<file path="src/rtl/pll_reset_sequencer_pkg.sv">
// pll_reset_sequencer_pkg: state codes and limits shared by the PLL/reset sequencer
package pll_reset_sequencer_pkg;
    localparam logic [2:0] S_RESET_PLL = 3'd0;
    localparam logic [2:0] S_WAIT_LOCK = 3'd1;
    localparam logic [2:0] S_STABLE    = 3'd2;
    localparam logic [2:0] S_RUN       = 3'd3;
    localparam logic [2:0] S_FAIL      = 3'd4;
    localparam logic [7:0] LOCK_LOSS_SAT = 8'd255;
    function automatic int max3(input int a, input int b, input int c);
        return (a > b) ? ((a > c) ? a : c) : ((b > c) ? b : c);
    endfunction
endpackage

</file>
<file path="src/rtl/pll_lock_synchronizer.sv">
// pll_lock_synchronizer: two-flop synchronizer for the asynchronous PLL lock flag
module pll_lock_synchronizer (
    input  logic clk,
    input  logic rstnn,
    input  logic async_in,
    output logic sync_out
);
    logic meta;
    // Capture the lock flag twice so the FSM only sees a settled level
    always_ff @(posedge clk) begin
        if (!rstnn) begin
            meta     <= 1'b0;
            sync_out <= 1'b0;
        end else begin
            meta     <= async_in;
            sync_out <= meta;
        end
    end
endmodule

</file>
<file path="src/rtl/pll_reset_sequencer.sv">
// pll_reset_sequencer: PLL reset / lock / stability sequencing driving the system reset
module pll_reset_sequencer
    import pll_reset_sequencer_pkg::*;
#(
    parameter int PLL_RESET_CYCLES = 16,
    parameter int LOCK_TIMEOUT     = 65536,
    parameter int STABLE_CYCLES    = 1024,
    parameter int MAX_RETRY        = 3
) (
    input  logic       clk,
    input  logic       rstnn,
    input  logic       pll_locked,
    input  logic       sw_reset_req,
    output logic       pll_reset,
    output logic       rstnn_system,
    output logic       seq_fail,
    output logic [2:0] seq_state,
    output logic [3:0] retry_count,
    output logic [7:0] lock_loss_count
);
    localparam int CNT_MAX = max3(PLL_RESET_CYCLES, LOCK_TIMEOUT, STABLE_CYCLES);
    localparam int CW = (CNT_MAX > 1) ? $clog2(CNT_MAX) : 1;

    logic          lock_s;
    logic [2:0]    state, state_nx;
    logic [3:0]    retry_nx;
    logic [CW-1:0] cnt;
    logic          enter;
    logic          lost;

    pll_lock_synchronizer u_sync (
        .clk      (clk),
        .rstnn    (rstnn),
        .async_in (pll_locked),
        .sync_out (lock_s)
    );

    assign seq_state = state;
    assign lost      = (state == S_RUN) && !lock_s;
    assign enter     = (state_nx != state) || sw_reset_req;

    // Next state and retry bookkeeping; a software request overrides everything
    always_comb begin
        state_nx = state;
        retry_nx = retry_count;
        case (state)
            S_RESET_PLL: if (cnt == CW'(PLL_RESET_CYCLES - 1)) state_nx = S_WAIT_LOCK;
            S_WAIT_LOCK: begin
                if (lock_s) begin
                    state_nx = S_STABLE;
                end else if (cnt == CW'(LOCK_TIMEOUT - 1)) begin
                    if (retry_count == 4'(MAX_RETRY)) begin
                        state_nx = S_FAIL;
                    end else begin
                        state_nx = S_RESET_PLL;
                        retry_nx = retry_count + 4'd1;
                    end
                end
            end
            S_STABLE: begin
                if (!lock_s) begin
                    state_nx = S_WAIT_LOCK;
                end else if (cnt == CW'(STABLE_CYCLES - 1)) begin
                    state_nx = S_RUN;
                    retry_nx = '0;
                end
            end
            S_RUN:  if (!lock_s) state_nx = S_RESET_PLL;
            S_FAIL: state_nx = S_FAIL;
            default: state_nx = S_RESET_PLL;
        endcase
        if (sw_reset_req) begin
            state_nx = S_RESET_PLL;
            retry_nx = '0;
        end
    end

    // State, shared counter, loss counter and outputs registered together with the state
    always_ff @(posedge clk) begin
        if (!rstnn) begin
            state           <= S_RESET_PLL;
            cnt             <= '0;
            retry_count     <= '0;
            lock_loss_count <= '0;
            pll_reset       <= 1'b1;
            rstnn_system    <= 1'b0;
            seq_fail        <= 1'b0;
        end else begin
            state        <= state_nx;
            cnt          <= enter ? '0 : cnt + 1'b1;
            retry_count  <= retry_nx;
            pll_reset    <= (state_nx == S_RESET_PLL) || (state_nx == S_FAIL);
            rstnn_system <= (state_nx == S_RUN);
            seq_fail     <= (state_nx == S_FAIL);
            if (lost && lock_loss_count != LOCK_LOSS_SAT)
                lock_loss_count <= lock_loss_count + 8'd1;
        end
    end
endmodule

</file>
<file path="config.mk">
export PLATFORM = sky130hd
export DESIGN_NAME = pll_reset_sequencer
export DESIGN_NICKNAME = d
export VERILOG_FILES = /design/src/rtl/pll_reset_sequencer_pkg.sv /design/src/rtl/pll_lock_synchronizer.sv /design/src/rtl/pll_reset_sequencer.sv
export SDC_FILE = /design/constraint.sdc
export NUM_CORES = 1
export LEC_CHECK = 0
export BUFFER_PORTS_ARGS = -buffer_cell sky130_fd_sc_hd__buf_2
export CORE_ASPECT_RATIO = 1.75
export CORE_UTILIZATION = 40
export CTS_BUF_LIST = sky130_fd_sc_hd__clkbuf_4 sky130_fd_sc_hd__clkbuf_8
export CTS_CLUSTER_DIAMETER = 200
export DETAILED_ROUTE_END_ITERATION = 10
export GPL_TIMING_DRIVEN = 0
export PLACE_DENSITY = 0.66
export SKIP_CTS_REPAIR_TIMING = 1
export SLEW_MARGIN = 20
export SYNTH_ARGS = -nofsm -noshare
export SYNTH_HDL_FRONTEND = slang
export SYNTH_HIERARCHICAL = 1
export SYNTH_SLANG_ARGS = --single-unit
</file>
<file path="constraint.sdc">
create_clock -name clk -period 5.7 [get_ports clk]
set_input_delay 0.855 -clock clk [delete_from_list [all_inputs] [get_ports clk]]
set_output_delay 0.855 -clock clk [all_outputs]
set_load 0.02 [all_outputs]
</file>
==> flow_summary.toml <==
[status]
outcome = "completed"

[route]
post_drt_wl_per_cell_um = 12.8
wl_met1_um = 1390
wl_met3_um = 102
vias = 1443
wl_um = 3490
first_pass_iters = 4
top_layer = "met4"
routed_via_density = 5.31
drt_iter0_drc = 35
drc = 0
postRouteAntennaNets = 0
wl_met2_um = 1940

[global_route]
grt_pass1_vias = 1468
grt_overflow = 0
grt_max_degree = 11
grt_pass1_wl_um = 6290
globalRouteTotalUtil = 0.176
antenna_found_initial = 0

[cts]
cts_made_buffers = 5
cts_tree = "yes"
ctsHtreeMaxLevel = 2
insertion_delay_ns = 0.28
root_buffer = "clkbuf_8"
clock-sinks = 36
cts_max_path_buffers = 2
path_clk_slew_ns = 0.07

[synth]
async_reset_ff_frac = 0
synth_edf_count = 0
ys_ff_latch = 36
ys_types = 43
ys.flop_type = "dfxtp_1"
synth_top_area_frac = 0.409
synth_cells = 195
ys_top_cells_by_area = "dfxtp_1, xnor2_1, xor2_1, and2_1, nand2_1"
synth_fp_nets = 202
ys_seq_area_frac = 0.409
synth_top_area_cell = "dfxtp_1"
avgSynthCellArea_sq_um = 9.03
synth-warning-count = 6
syn_area_sq_mm = 0.00176

[worst_setup_path]
startpoint_type = "register"
cpMaxStageDelayCell = "nor4_2"
critPathCaptureType = "register"
reg2reg_slack_ns = 3.45
crit_family = "simple AND/OR/NAND/NOR gates"
crit_chain = "ha_1 -> nand4_1 -> nor4_2 -> and4_1 -> or3b_1 -> buf_4 -> buf_6 -> nor2_1"
critPathMaxStageDelay_ns = 0.55
setup.worst_path.class = "register to register"
path_buf_inv = 2
arrival_ns = 2.42
crit_fanout = 10
cp_data_required_time_ns = 5.88

[pwr]
ir_worst_vdd_mv = 0.159
p_leak_nw = 0.785
power.density_mw_per_mm2 = 217

[layout]
area_delta_synth_final_pct = 14.1
final_cells = 272
final_cell_mix = "dfxtp_1, buf_2, nor2_1, nand2_1"
final_nets = 230
diodes = 0
fill_cells = 438
layout_commonest_cell = "dfxtp_1"
drive_gt1_frac = 0.184

[timing]
fmax_mhz = 445
setup_viol = 0
fin_setup_tns_ns = 0
post-route-min-period_ns = 2.25
fin_skew_ns = 0.00418
rsz0062_at_grt = "false"
fin_crit_sh = 0.394
hold_viol = 0
slew_violations = 0
tightest_slew_ns = 0.525
relSlewSlack = 0.647

[floorplan]
die_h_um = 89.8
die_area_sq_mm = 0.00468
rows = 31
start_util = 0.420
fp.dieW_um = 52.2
io_pins = 22
core_area_sq_mm = 0.00419

[place]
gp_congestion = 0.885
port_buffers = 21
dp.cells = 265
place_hpwl_um = 2640

[job]
max-cap-violations = 0

[hold_path]
hold_path_class = "register to register"
==> layer usage <==
metal / track usage / vias up
met5: 0 / -
met4: 0.0789 / 0
met3: 0.0406 / 6
met2: 0.327 / 24
met1: 0.172 / 667
li1: - / 746
==> flip-flops by register name, indices dropped and copies added (netlist names), 3 cells and up <==
name             count
seq_state            3
retry_count          4
lock_loss_count      8
cnt                 16
==> per-stage QoR <==
step	instance area, sq um	worst slack [ns]	hold WS [ns]	power, W	util
floorplan	1760	3.60	0.406	0.000267	-
global placement	1930	3.33	0.414	0.000272	0.460
detailed placement	1930	3.34	0.416	0.000272	0.460
CTS	2010	3.44	0.435	0.000443	0.479
global route	2010	3.20	0.460	0.000455	0.479
finish	2010	3.45	0.429	0.000436	0.479
==> power by group <==
group | total [W] | leakage, nW | switching, W | internal (W)
Sequential | 0.000254 | 0.291 | 0.00000109 | 0.000253
Clock | 0.000170 | 0.0445 | 0.0000824 | 0.0000877
Combinational | 0.0000118 | 0.450 | 0.00000694 | 0.00000490
Total | 0.000436 | 0.785 | 0.0000904 | 0.000345
==> synthesized netlist by cell type (2+ instances only) <==
library cell  instances
nor4_1                6
nor3_1                7
inv_1                 6
nand4_1               7
o21ai_0               4
xnor2_1              10
xor2_1               10
o211a_1               2
nor3_2                5
and3_1                3
ha_1                  3
nand2b_1              5
buf_2                 4
or3_1                 2
and4_1                4
dfxtp_1              36
nor2_1               14
clkbuf_1              2
nand2_1              14
nor3b_1               2
a21oi_1               5
and2_1                9
nor2b_1               6
nand3_1               8
mux2i_1               3
==> final timing paths <==
path	cells after the start	to	from
min reg2reg	1	u_sync/sync_out$_SDFF_PN0_	u_sync/meta$_SDFF_PN0_
min	1	u_sync/sync_out$_SDFF_PN0_	u_sync/meta$_SDFF_PN0_
max reg2reg	8	cnt[6]$_SDFF_PP0_	cnt[0]$_SDFF_PP0_
max	8	cnt[6]$_SDFF_PP0_	cnt[0]$_SDFF_PP0_
==> final cells by class <==
type	instances	area (sq um)	area share
Clock buffer	6	76.3	0.0380
Timing Repair Buffer	21	105	0.0523
Tap cell	49	61.3	0.0305
Multi-Input combinational cell	145	971	0.483
Clock inverter	1	5.00	0.00249
Sequential cell	36	721	0.359
Inverter	6	22.5	0.0112
Buffer	8	46.3	0.0231
==> cell families after synthesis <==
group	synth area share
simple gates	0.334
flops	0.409
compound gates	0.0796
xor+xnor	0.0995
buf+inv	0.0391
mux	0.0171
fa+ha+maj	0.0213
Power figures use the tool's default switching activity.
